### src/rtl/ssf_pkg.sv
// Shared definitions for the SSF sample feeder and the SSF core.
package ssf_pkg;

  localparam logic [1:0] REQ_ADVANCE = 2'd1;
  localparam int DEF_DATA_W = 32;

  typedef enum logic {
    EMPTY  = 1'b0,
    PRIMED = 1'b1
  } head_state_e;

endpackage

### src/rtl/ssf_sync_fifo.sv
// Single-clock FIFO, count-based full/empty, no write-to-read bypass.
module ssf_sync_fifo #(
  parameter int DATA_W = 32,
  parameter int DEPTH  = 16,
  localparam int AW = $clog2(DEPTH),
  localparam int CW = AW + 1
) (
  input  logic              clk,
  input  logic              rst,
  input  logic              wr_en_i,
  input  logic [DATA_W-1:0] wr_data_i,
  input  logic              rd_en_i,
  output logic [DATA_W-1:0] rd_data_o,
  output logic [CW-1:0]     count_o,
  output logic              empty_o
);

  logic [DATA_W-1:0] mem_q [DEPTH];
  logic [AW-1:0]     wptr_q, wptr_d;
  logic [AW-1:0]     rptr_q, rptr_d;
  logic [CW-1:0]     cnt_q, cnt_d;
  logic              push, pop, full;

  assign full    = (cnt_q == CW'(DEPTH));
  assign empty_o = (cnt_q == '0);
  assign push    = wr_en_i && !full;
  assign pop     = rd_en_i && !empty_o;

  assign rd_data_o = mem_q[rptr_q];
  assign count_o   = cnt_q;

  always_comb begin
    wptr_d = push ? wptr_q + AW'(1) : wptr_q;
    rptr_d = pop ? rptr_q + AW'(1) : rptr_q;
    cnt_d  = cnt_q;
    unique case ({push, pop})
      2'b10:   cnt_d = cnt_q + CW'(1);
      2'b01:   cnt_d = cnt_q - CW'(1);
      default: cnt_d = cnt_q;
    endcase
  end

  always_ff @(posedge clk or posedge rst) begin
    if (rst) begin
      wptr_q <= '0;
      rptr_q <= '0;
      cnt_q  <= '0;
    end else begin
      wptr_q <= wptr_d;
      rptr_q <= rptr_d;
      cnt_q  <= cnt_d;
    end
  end

  // Storage is not reset; occupancy alone decides what is valid.
  always_ff @(posedge clk) begin
    if (push) mem_q[wptr_q] <= wr_data_i;
  end

endmodule

### src/rtl/ssf_sample_feeder.sv
// SSF sample-request responder: buffers upstream samples and
// presents one held sample per advance request.
module ssf_sample_feeder
  import ssf_pkg::*;
#(
  parameter int DATA_W = DEF_DATA_W,
  parameter int DEPTH  = 16,
  parameter int CNT_W  = 16,
  localparam int AW = $clog2(DEPTH),
  localparam int CW = AW + 1,
  localparam int LW = AW + 2
) (
  input  logic              clk,
  input  logic              rst,
  input  logic [DATA_W-1:0] s_data,
  input  logic              s_valid,
  output logic              s_ready,
  input  logic [1:0]        req,
  output logic [DATA_W-1:0] sample_out,
  output logic              sample_valid,
  output logic [LW-1:0]     level,
  output logic              underrun,
  output logic [CNT_W-1:0]  underrun_cnt
);

  head_state_e       state_q, state_d;
  logic [DATA_W-1:0] sample_q, sample_d;
  logic              under_q, under_d;
  logic [CNT_W-1:0]  ucnt_q, ucnt_d;
  logic [DATA_W-1:0] fifo_rd_data;
  logic [CW-1:0]     fifo_cnt;
  logic              fifo_empty;
  logic              push, pop, adv, starve;

  assign adv     = (req == REQ_ADVANCE);
  assign s_ready = !rst && (fifo_cnt != CW'(DEPTH));
  assign push    = s_valid && s_ready;

  ssf_sync_fifo #(
    .DATA_W (DATA_W),
    .DEPTH  (DEPTH)
  ) u_fifo (
    .clk       (clk),
    .rst       (rst),
    .wr_en_i   (push),
    .wr_data_i (s_data),
    .rd_en_i   (pop),
    .rd_data_o (fifo_rd_data),
    .count_o   (fifo_cnt),
    .empty_o   (fifo_empty)
  );

  always_comb begin
    state_d = state_q;
    pop     = 1'b0;
    starve  = 1'b0;
    unique case (state_q)
      EMPTY: begin
        if (!fifo_empty) begin
          pop     = 1'b1;
          state_d = PRIMED;
        end else if (adv) begin
          starve = 1'b1;
        end
      end
      PRIMED: begin
        if (adv) begin
          if (!fifo_empty) pop = 1'b1;
          else state_d = EMPTY;
        end
      end
      default: state_d = EMPTY;
    endcase
    sample_d = pop ? fifo_rd_data : sample_q;
    under_d  = under_q || starve;
    ucnt_d   = (starve && !(&ucnt_q)) ? ucnt_q + CNT_W'(1) : ucnt_q;
  end

  always_ff @(posedge clk or posedge rst) begin
    if (rst) begin
      state_q  <= EMPTY;
      sample_q <= '0;
      under_q  <= 1'b0;
      ucnt_q   <= '0;
    end else begin
      state_q  <= state_d;
      sample_q <= sample_d;
      under_q  <= under_d;
      ucnt_q   <= ucnt_d;
    end
  end

  assign sample_out   = sample_q;
  assign sample_valid = (state_q == PRIMED);
  assign level        = LW'(fifo_cnt) + LW'(sample_valid);
  assign underrun     = under_q;
  assign underrun_cnt = ucnt_q;

endmodule

### config.mk
export PLATFORM = sky130hd
export DESIGN_NAME = ssf_sample_feeder
export DESIGN_NICKNAME = d
export VERILOG_FILES = /design/src/rtl/ssf_pkg.sv /design/src/rtl/ssf_sync_fifo.sv /design/src/rtl/ssf_sample_feeder.sv
export SDC_FILE = /design/constraint.sdc
export NUM_CORES = 1
export LEC_CHECK = 0
export CELL_PAD_IN_SITES_DETAIL_PLACEMENT = 0
export CELL_PAD_IN_SITES_GLOBAL_PLACEMENT = 1
export CORE_AREA = 2 2 209 211
export DETAILED_ROUTE_END_ITERATION = 16
export DIE_AREA = 0 0 211 213
export PLACE_DENSITY = 0.76
export SETUP_SLACK_MARGIN = 0.3
export SYNTH_ARGS = -nofsm -noshare
export SYNTH_HDL_FRONTEND = slang
export SYNTH_SLANG_ARGS = --single-unit
### constraint.sdc
create_clock -name clk -period 4.16 [get_ports clk]
set_input_delay 0.832 -clock clk [delete_from_list [all_inputs] [get_ports clk]]
set_output_delay 0.832 -clock clk [all_outputs]
set_load 0.01 [all_outputs]
### Word level (Yosys, flattened, before mapping)

Memory sizes are Yosys's and may differ from the RTL's. A register that Yosys moved wholly into a read port is not among the register bits.
Cells that the tools add are included.

* memory bits (read-only): 0
* latch bits: 0
* memory bits (writable): 512
* register bits: 31
* bits of input ports: 37
* memories kept: 1
* word-level logic and storage cells: 43

* divide/modulo/power cells: 0
* add/subtract/negate cells: 6
* $mul: 0
* shifts and indexed selects: 0
* magnitude comparators: 0
* equality and inequality tests: 5
* multiplexer cells: 11
* reduce and logical (&&, ||, !) cells: 13
* bitwise gates (word level): 1

Memories
* u_fifo.mem_q: depth 16, width 32, read ports 1, clocked after Yosys merged registers in 1, wr ports 1, line ssf_sync_fifo.sv:18 `logic [DATA_W-1:0] mem_q [DEPTH];`

Operators by type and width (number)
* $add A16 B1 Y16 const B: 1
* $reduce_and A16 Y1: 1
* $pmux W5 S2: 1
* $add A4 B1 Y4 const B: 2
* $mux W1: 8
* $add A5 B1 Y6: 1
* $add A5 B1 Y5 const B: 1
* $eq A5 B5 Y1 const B: 1
* $logic_and A1 B1 Y1: 5
* $logic_not A5 Y1: 1
* $ne A5 B5 Y1 const B: 1
* $sub A5 B1 Y5 const B: 1
* $eq A2 B1 Y1 const B: 2
* $logic_not A1 Y1: 4
* $pmux W1 S2: 2
* $eq A2 B2 Y1 const B: 1
* $reduce_bool A2 Y1: 1
* $logic_or A1 B1 Y1: 1
* $not A1 Y1: 1

### Logic depth before layout (Yosys ltp)

* word-level depth: 7
* gate-level depth with buffers: 13
* depth with buffers taken out: 12

### Hierarchy

Synthesis repeated with hierarchy kept, for this count alone.

* cells, all modules: 1173
* area total of the unflattened synthesis: 22580.4 sq um

By module, submodules not included
* ssf_sync_fifo: area each 20394.6 sq um, times used 1, cells each 1012
* ssf_sample_feeder: area each 2185.8 sq um, times used 1, cells each 161

### Least setup slack after synthesis

OpenSTA, ideal clock, no wires.

* kind: input to register
* start point: in req[0]
* end point: reg u_fifo.cnt_q[4], in the netlist u_fifo.count_o[4]
* arrival: 3327 ps
* library setup time: 123 ps
* setup slack: 710 ps
* cell stages on the path: 13
* cell sequence: or2b_2 > nand2_1 > o21ai_2 > inv_2 > clkbuf_1 > ha_1 > inv_1 > fa_1 > nor2b_1 > o21ai_0 > nand3_1 > or3b_2 > xnor2_1

* cells in the longest elaborated chain, start to end: 6
* elaborated cells between the ends (all ways): 8
* classes of those cells: 3 x eq/ne; 3 x mux; 2 x reduce/logical

RTL lines
* start: declaration: line ssf_sample_feeder.sv:18 `input logic [1:0] req,`
* $eq A2 B1 Y1 *: line ssf_sample_feeder.sv:35 `assign adv = (req == REQ_ADVANCE);`
* $mux W1 *: line ssf_sample_feeder.sv:67 `if (adv) begin`
* $pmux W1 S2 *: line ssf_sample_feeder.sv:57 `unique case (state_q)`
* $logic_and A1 B1 Y1 *: line ssf_sync_fifo.sv:27 `assign pop = rd_en_i && !empty_o;`
* named net u_fifo.pop: line ssf_sync_fifo.sv:22 `logic push, pop, full;`
* $eq A2 B1 Y1 / $eq A2 B2 Y1 (equally long branches): line ssf_sync_fifo.sv:36 `unique case ({push, pop})`
* $pmux W5 S2 / $reduce_bool A2 Y1 (equally long branches)
* end signal: assignment: line ssf_sync_fifo.sv:51 `cnt_q <= cnt_d;`
* end: declaration: line ssf_sync_fifo.sv:21 `logic [CW-1:0] cnt_q, cnt_d;`

The timed path passes the listed nets; every way through them passes the cells marked *.
A chain may end at the register's enable or synchronous reset.

### Final worst setup path

* start point: reg u_fifo.cnt_q[0], in the netlist u_fifo.count_o[0]
* end point: reg u_fifo.cnt_q[4], in the netlist u_fifo.count_o[4]

* cells in the longest elaborated chain, start to end: 7
* elaborated cells between the ends (all ways): 18
* classes of those cells: 2 x add/sub; 4 x eq/ne; 4 x mux; 8 x reduce/logical

RTL lines
* $logic_not A5 Y1: line ssf_sync_fifo.sv:25 `assign empty_o = (cnt_q == '0);`
* $mux W1: line ssf_sample_feeder.sv:59, ssf_sample_feeder.sv:68
* $mux W1: line ssf_sample_feeder.sv:67
* $pmux W1 S2: line ssf_sample_feeder.sv:57
* $logic_and A1 B1 Y1: line ssf_sync_fifo.sv:27
* $eq A2 B1 Y1 / $eq A2 B2 Y1 (equally long branches): line ssf_sync_fifo.sv:36
* $pmux W5 S2 / $reduce_bool A2 Y1 (equally long branches)

Parallel ways exist; a longest one is shown, timed or not.

==> metrics.cfg <==
[grt]
antenna_found_initial = 1
grt_usage_pct = 21.58
grt_overflow = 0
grt_first_pass_wirelength_um = 71530
grt_max_degree = 102
grt_pass1_vias = 11510

[sta]
fin_skew_ps = 28.98
maxSlewViolCount = 0
rsz0062_at_grt = no
finalCriticalPeriod_ps = 3203
hold_violations = 0
tightest_slew_ps = 1091
setup_slack_ps = 956.8
period_share_pct = 77.00
fin_tns_setup_ps = 0
max_slew_margin_pct = 27.25
setup_viol = 0
max_freq_ghz = 0.3122

[min_path]
hold_path_startpoint = underrun$_DFF_PP0_
worstHoldPathType = reg -> reg

[logic_synthesis]
muxShareOfSynthArea_pct = 12.74
yosys.area_share.simple_pct = 2.798
synth-adder-area-share_pct = 0.7627
synth_xor_area_share_pct = 1.099
syn_area_per_cell_um2 = 19.07
synth_compound_area_share_pct = 5.154
synth_top_family_by_area = multiplexers
syn_inst = 1170
synth_area_mm2 = 0.02231
yosysWarnings = 0
ys_types = 44
ys_seq_elements = 575
synth_nets = 1220
ys_seq_area_share_pct = 75.98
ys.flop_type = edfxtp_1
synth_edf_count = 512
synthArstFlopShare_pct = 10.96

[floorplanning]
fp.dieH_um = 213
rows = 76
coreArea_mm2 = 0.04270
start_util_pct = 52.25
fp.dieArea_mm2 = 0.04494
pin_count = 94
die_w_um = 211

[route]
drt_iter0_drc = 877
route.detailed.drc = 0
drtAntennaViolNets = 0
drtPass1Iterations = 5
dr_total_vias = 11220
wl_per_cell_um = 24.93
avgViaCountPerCell = 5.943
drt_wl_total_um = 47080

[placed_design]
portBuffers = 93
hpwl_um = 26380
dp_slack_ps = 462.4
routabilityCongestion = 0.7552
dpl-instance-area_mm2 = 0.02416

[critical_path]
worstSetupEndpointType = flip-flop
startpoint = u_fifo.count_o[0]$_DFFE_PP0P_
cp_max_fo = 7
cp_data_required_time_ps = 4630
worstSetupPathType = reg -> reg
start_kind = flip-flop
r2r_start = u_fifo.count_o[0]$_DFFE_PP0P_
crit_arrival_ps = 3670

[clocking]
cts_tree = built
clkLatencyLatePin_ps = 610
clock-root-buffer = clkbuf_16
cts_buffers = 56
ctsHoldBuffers = 0
cts.repair.resized = 0
htreeDepth = 2
cts.path.max_buffers = 3
path_clk_slew_ps = 60
cts_setup_buffers = 0
cts_sinks = 575

[final_layout]
insertedDiodeCount = 0
area_delta_synth_final_pct = 16.66
fin_area_mm2 = 0.02603
drive_gt1_share_pct = 18.03
nets = 1344

[run]
maxCapViolCount = 0

[run_status]
status = complete, no violations

[pwr]
ir_drop_uv = 557.5
power_w = 0.01654
p_per_area_mw_per_mm2 = 635.4
p_leak_nw = 8.983

[per-stage QoR]
step	std cells	util, %	hold slack [ps]
finish	1888	60.96	468.3
global route	1888	60.96	484.2
CTS	1888	60.96	468.7
detailed placement	1782	56.58	452.2
global placement	1782	56.58	451.6
floorplan	1170	-	493.0
[report_power, final]
| group | internal (W) | total [W] | switching [W] |
|---|---|---|---|
| clock network | 0.00298 | 0.00510 | 0.00212 |
| registers | 0.00678 | 0.00735 | 0.000571 |
| logic | 0.00204 | 0.00409 | 0.00205 |
[area by class of cell]
| cell class | instances | area, um^2 |
|---|---|---|
| clock buffers | 73 | 1536 |
| clock inverters | 33 | 332.8 |
| fillers | 3027 | 16670 |
| inverters | 11 | 42.54 |
| multi-input cells | 520 | 5059 |
| flip-flops and latches | 575 | 16960 |
| well taps | 546 | 683.2 |
| repair buffers | 130 | 1409 |
[flip-flops by register name (all words and copies together) (netlist names)]
register and count:
u_fifo.mem_q 512, sample_valid 1, sample_out 32, u_fifo.wptr_q 4
underrun_cnt 16, underrun 1, u_fifo.rptr_q 4, u_fifo.count_o 5
[final timing paths]
path / to / slack [ps] / depth (start not counted)
worst min register to register: underrun$_DFF_PP0_ / 470 / 1
worst min-delay path: underrun$_DFF_PP0_ / 470 / 1
worst max register to register: u_fifo.count_o[4]$_DFFE_PP0P_ / 960 / 12
min in group asynchronous: underrun$_DFF_PP0_ / 830 / 2
worst max-delay path: u_fifo.count_o[4]$_DFFE_PP0P_ / 960 / 12
max in group asynchronous: sample_out[8]$_DFFE_PP0N_ / 2540 / 3
[routing by layer]
metal	global-route usage (%)	vias to the layer above	share of wire [%]	wire length [um]
met5	0	-	0.028	13
met4	5.804	2	1.9	880
met2	35.42	283	49	23240
met1	30.15	5894	44	20870
li1	-	4979	-	-
met3	3.883	62	4.4	2073
[cell usage in the layout, fill, tap and decap left out, types with 5 or more instances in the layout]
cell type	n
edfxtp_1	512
buf_12	16
dfrtp_1	59
clkinv_2	14
mux2i_1	105
clkbuf_1	11
nor2_1	7
ha_1	12
clkbuf_16	57
clkinv_1	6
o22ai_1	64
a21o_1	26
o31ai_1	26
mux4_2	76
nor2b_1	27
bufinv_16	6
mux2_2	7
a21oi_1	61
buf_4	21
clkdlybuf4s50_1	93
and2_2	12
nand3_1	9
clkbuf_8	5
inv_1	9
nand2_1	18
nand4_1	5
xnor2_1	14
xor2_1	14
[cells in the mapped netlist (all sizes together), types with 18 or more instances]
library cell	number	area [um^2]
edfxtp	512	15370
mux2i	105	1051
mux4	76	1712
o22ai	64	400.4
dfrtp	63	1577
a21oi	61	305.3
clkbuf	37	148.9
a21o	27	204.0
buf	27	137.6
nor2b	27	168.9
o31ai	26	195.2
nand2	18	67.56
[worst max-delay path, cell delays in order, from the launching register on]
cell and delay [ps]:
dfrtp_1 450, nor4_1 370, a21oi_1 130, and2_1 290
inv_1 170, ha_1 240, inv_1 100, fa_1 400
nor2b_1 110, o21ai_0 110, nand3_1 100, or3b_2 460
xnor2_1 140
[logic make-up (layout without fill, tap and decap cells)]
family,Yosys count,in the layout
flip-flops,575,575
multiplexers,188,188
AO/OA/AOI/OAI,185,185
AND/OR/NAND/NOR,106,106
buffers and inverters,75,247
XOR/XNOR,28,28
adder cells (fa/ha/maj),13,13
Power figures use the tool's default switching activity.
==> RTL change 1, RTL diff (config.mk and constraints unchanged) <==
Compare `cnt_q` against `CW'(DEPTH)` with >= in place of ==.
--- a/src/rtl/ssf_sync_fifo.sv
+++ b/src/rtl/ssf_sync_fifo.sv
@@ -23,3 +23,3 @@
 
-  assign full    = (cnt_q == CW'(DEPTH));
+  assign full    = (cnt_q >= CW'(DEPTH));
   assign empty_o = (cnt_q == '0);
Behaviour: same outputs for any inputs over 4 cycles, from zero or initial values and one cycle with rst high; that may be too few to reach the edited logic, so the function may still have changed.
==> RTL change 1 against the original RTL <==
Worst setup slack better by 0.051 ns. Power down 2.1%. Sequential cell count unchanged. Critical endpoint is now s_ready. Die area unchanged. Combinational power down 4.9%. Area after synthesis down 0.14%. Final area down 0.23%. Sequential share of layout area up 0.16 points. Wire length down 5.3%.
==> RTL change 1: results (changes against the original RTL) <==
- Status: finished, final reports clean
- Area after DPL: 24,100 um^2 (-0.16%)
- Post-Route WL: 44.6 mm (-5.3%)
- Clk buf depth: 3 (unchanged)
- Async S/R FF share, synth: 0.110 (unchanged)
- GRT Util Overall: 0.206 (-0.0101)
- Share of cells above drive strength 1: 0.248 (+0.0679)
- Vias in the first global route: 11,100 (-3.8%)
- Clk_skew: 0.0128 ns (-0.0161 ns)
- Rel. slew slack: 0.322 (+0.0497)
- Min-delay worst type: register to register
- Static leakage: 8.50 nW (-5.3%)
- CP Data Arrival Time: 2.32 ns (-1.35 ns)
- Mean area per synthesized cell: 20.6 um^2 (+8.3%)
- Post-synth EDFFs: 512 (unchanged)
- DP HPWL: 24.3 mm (-7.9%)
- Placed cells: 1,687 (-5.3%)
- Post-synth top cells: 512 x edfxtp_1, 128 x mux4_2, 63 x dfrtp_1
- Yosys warnings: 0 (unchanged)
- Crit-path max cell delay: 0.63 ns (+0.17 ns)
- Peak VDD IR: 0.000444 V (-20%)
- Post-CTS sizing: 0 (unchanged)
- Largest register FFs: 512 (unchanged)
- Largest delay share family, worst path: simple AND/OR/NAND/NOR gates
- Crit-path slowest cell: or4_4
- Post-synthesis cell type count: 46 (+4.5%)
- Vias per cell: 5.96 (+0.30%)
- First-pass GRT wire length: 67.8 mm (-5.2%)
- Clk_lat worst skew: 0.60 ns
- NumNets Final: 1,249 (-7.1%)
- Clock root cell: clkbuf_16
- Most area-consuming cells after synthesis: edfxtp_1 69%, mux4_2 13%, dfrtp_1 7.1%, mux2_2 1.7%, o21ai_0 0.92%
- Antenna diode count: 0 (unchanged)
- TritonCTS clock tree: built
- Pre-CTS setup slack: 0.895 ns (+0.433 ns)
- Drt first pass iters: 5 (unchanged)
- H-tree levels: 2 (unchanged)
- Post-Syn Nets: 1,129 (-7.5%)
- Register area share after synthesis: 0.761 (+0.00107)
- RePlAce Congestion: 0.772 (+2.3%)
- Clk pin slew, worst setup/hold paths: 0.06 ns (about the same)
- Num CTS Buffers: 56 (unchanged)
- 1st-iter DRT viols: 1,016 (+16%)
- Antenna violations before repair: 1 (unchanged)
- WL per Instance: 24.9 um (-0.17%)
- Post-CTS setup buffer count: 0 (unchanged)
- Setup tns final: 0 ns (unchanged)
- Max FO, Critical Path: 6 (-1)
- Largest net degree at the start of global routing: 64 (-37%)
-- RTL change 1: report_power, final --
group | internal, mW | total, mW | leakage, nW | switching [mW]
combinational | 2.16 | 3.89 | 2.22 | 1.73
clock | 3.00 | 5.05 | 0.902 | 2.05
sequential | 6.69 | 7.25 | 5.38 | 0.558
total | 11.8 | 16.2 | 8.50 | 4.34
-- RTL change 1: area by class of cell --
| cell class | count | area [um^2] |
|---|---|---|
| Sequential cell | 575 | 17000 |
| Fill cell | 2989 | 16700 |
| Multi-Input combinational cell | 437 | 5060 |
| Clock buffer | 75 | 1520 |
| Timing Repair Buffer | 119 | 1360 |
| Tap cell | 546 | 683 |
| Clock inverter | 29 | 323 |
| Inverter | 10 | 43.8 |
-- RTL change 1: path summary, 6_finish.rpt --
check                                  startpoint                 to  slack, ns  depth (start not counted)
worst max-delay path            u_fifo.count_o[3]            s_ready       1.01                          4
worst min-delay path                     underrun           underrun       0.47                          1
worst max register to register  u_fifo.count_o[3]  u_fifo.count_o[4]       1.33                         10
worst min register to register           underrun           underrun       0.47                          1
max in group asynchronous                     rst   u_fifo.rptr_q[1]       2.42                          3
min in group asynchronous                     rst  u_fifo.count_o[0]       0.98                          3
-- RTL change 1: routing by layer --
| layer | track usage | wire, um | up-vias | share of wire |
|---|---|---|---|---|
| li1 | - | - | 4639 | - |
| met1 | 0.295 | 19600 | 5631 | 0.44 |
| met2 | 0.329 | 21600 | 344 | 0.48 |
| met3 | 0.0347 | 2590 | 59 | 0.058 |
| met4 | 0.0617 | 855 | 2 | 0.019 |
| met5 | 0 | 11 | - | 0.00025 |
-- RTL change 1: kinds of logic (layout without fill, tap and decap cells) --
logic type | count (synthesis) | in the layout | synth area share
flip-flops | 575 | 575 | 0.761
multiplexers | 179 | 179 | 0.154
AND/OR/NAND/NOR | 127 | 127 | 0.0306
AO/OA/AOI/OAI | 95 | 95 | 0.0236
buffers and inverters | 67 | 233 | 0.0142
XOR/XNOR | 23 | 23 | 0.00904
adder cells (fa/ha/maj) | 13 | 13 | 0.00764
==> RTL change 2, RTL diff (same settings) <==
Made on the original files. Set the package constant `DEF_DATA_W` to 40 (it was 32).
--- a/src/rtl/ssf_pkg.sv
+++ b/src/rtl/ssf_pkg.sv
@@ -4,3 +4,3 @@
   localparam logic [1:0] REQ_ADVANCE = 2'd1;
-  localparam int DEF_DATA_W = 32;
+  localparam int DEF_DATA_W = 40;
 
Interface: changed (resized s_data and sample_out); port bits go from 94 to 110. No check against the original RTL was run, so the function may have changed too.
==> RTL change 2 against the original RTL <==
Critical endpoint is now level[4]. Power is 24% higher. Sequential power is 22% higher. Sequential cell count is 136 higher. Via count is 22% higher. Non-clock buffer count is 17 higher. Area after synthesis is 23% higher. Critical path depth is 7 lower. Combinational power is 29% higher. Core utilization is 14 points higher. Wire length is 23% higher. Final area is 22% higher. Clock power is 24% higher. Worst hold slack better by 0.0067 ns. Worst setup slack better by 0.014 ns.
==> RTL change 2: results (changes against the original RTL) <==
- Crit-path slowest cell: clkdlybuf4s50_1
- Clk_lat worst skew: approximately 0.60 ns
- First-pass GRT wire length: 87.0 mm (+22%)
- Post-synthesis mux area share: 0.135 (+0.00750)
- Cell Int Power: 14.7 mW (+24%)
- Area after DPL: 29,500 um^2 (+22%)
- Async S/R FF share, synth: 0.0999 (-0.00971)
- Pre-CTS setup slack: 0.416 ns (-0.0467 ns)
- Worst reg2reg setup slack: 1.02 ns (+0.06 ns)
- Mean area per synthesized cell: 19.5 um^2 (+2.3%)
- Largest delay share family, worst path: buffers and inverters
- H-tree levels: 3 (+1)
- Post-synth EDFFs: 640 (+25%)
- Fill count: 2,507 (-17%)
- Post-synth top cells: 640 x edfxtp_1, 132 x mux2i_1, 100 x mux4_2
- Cell count of the worst reg-to-reg path: 10 (-2)
- Combinational fraction of design power: 0.256 (+0.009)
- Max FO, Critical Path: 6 (-1)
- Crit-path max cell delay: 0.58 ns (+0.12 ns)
- Clock root cell: clkbuf_16
- Largest net degree at the start of global routing: 82 (-20%)
- Largest register FFs: 640 (+25%)
- NumNets Final: 1,606 (+19%)
- Setup crit end: level[4]
- Min-delay src: sample_out[17]
- Clk_skew: 0.0105 ns (-0.0185 ns)
- Static leakage: 10.9 nW (+21%)
- WL per Instance: 26.9 um (+8.0%)
- GRT Util Overall: 0.268 (+0.0525)
- Status: finished, final reports clean
- Critical path origin: sample_valid
- DP HPWL: 31.9 mm (+21%)
- Peak VDD IR: 0.000542 V (-2.7%)
- Vias per cell: 6.36 (+7.0%)
- Placed cells: 2,021 (+13%)
- Register area share after synthesis: 0.766 (+0.00599)
- Rel. slew slack: 0.235 (-0.0378)
- Post-Synth Adder-Cell Area: 0.00621 (-0.00142)
- Share of cells above drive strength 1: 0.180 (about the same)
- Post-synthesis compound-gate area fraction: 0.0429 (-0.00869)
- 1st-iter DRT viols: 1,155 (+32%)
- Post-synthesis cell type count: 38 (-14%)
- Period utilization: 0.767 (-0.00340)
- Most area-consuming cells after synthesis: edfxtp_1 70%, mux4_2 8.2%, dfrtp_1 6.5%, mux2i_1 4.8%, o22ai_1 1.4%
- CP Data Arrival Time: 2.36 ns (-1.31 ns)
- Min-delay worst type: register to register
- IO buf count: 109 (+17%)
- Layout Cells excl Fill: 2,150 (+14%)
- Synth Area in XOR/XNOR: 0.00863 (-0.00237)
- Proportion of power drawn by flip-flops and latches: 0.436 (-0.008)
- WS Path Type: register to output pin
- Vias in the first global route: 14,000 (+22%)
- RePlAce Congestion: 0.796 (+5.3%)
[RTL change 2: final cells by class]
class / count / area (um^2) / share of cell area
multi-input cells: 606 / 6110 / 0.192
clock inverters: 39 / 387 / 0.0121
clock buffers: 90 / 1950 / 0.0613
well taps: 546 / 683 / 0.0215
inverters: 11 / 42.5 / 0.00134
flip-flops and latches: 711 / 21000 / 0.660
repair buffers: 147 / 1650 / 0.0519
[RTL change 2: stage by stage]
stage,utilization,power (mW),hold WS (ns)
floorplan,-,12.5,0.493
global placement,0.691,14.4,0.459
detailed placement,0.691,14.4,0.468
CTS,0.746,20.7,0.481
global route,0.746,21.4,0.490
finish,0.746,20.6,0.475
[RTL change 2: per-layer routing]
layer / share of wire / vias to the layer above / GRT usage
met5: 0.00014 / - / 0
met4: 0.020 / 2 / 0.0738
met3: 0.061 / 86 / 0.0524
met2: 0.50 / 451 / 0.434
met1: 0.42 / 7150 / 0.382
li1: - / 5979 / -
[RTL change 2: worst min-delay path by stage]
stage / endpoint / cells after the start
4_1_cts: sample_out[13] / 1
3_3_place_gp: sample_out[25] / 1
2_1_floorplan: u_fifo.wptr_q[3] / 1
6_report: sample_out[17] / 1
5_1_grt: sample_out[13] / 1
3_5_place_dp: underrun / 1
[RTL change 2: worst reg2reg max path, cell delays in order (launching register included)]
cell	delay, ns
dfrtp_1	0.46
or4_4	0.60
o2bb2ai_4	0.18
inv_1	0.11
ha_1	0.26
ha_1	0.33
nor2b_1	0.14
o21ai_0	0.24
a21oi_1	0.10
or3b_2	0.46
xnor2_1	0.14
[RTL change 2: logic make-up (layout without fill, tap and decap cells)]
kind of cell               after synthesis  after routing
AOI/OAI and AO/OA                      182            182
xor gates and xnor gates                27             27
adders and majority gates               13             13
buffers and inverters                   88            287
DFF                                    711            711
muxes                                  243            243
and+or+nand+nor                        141            141
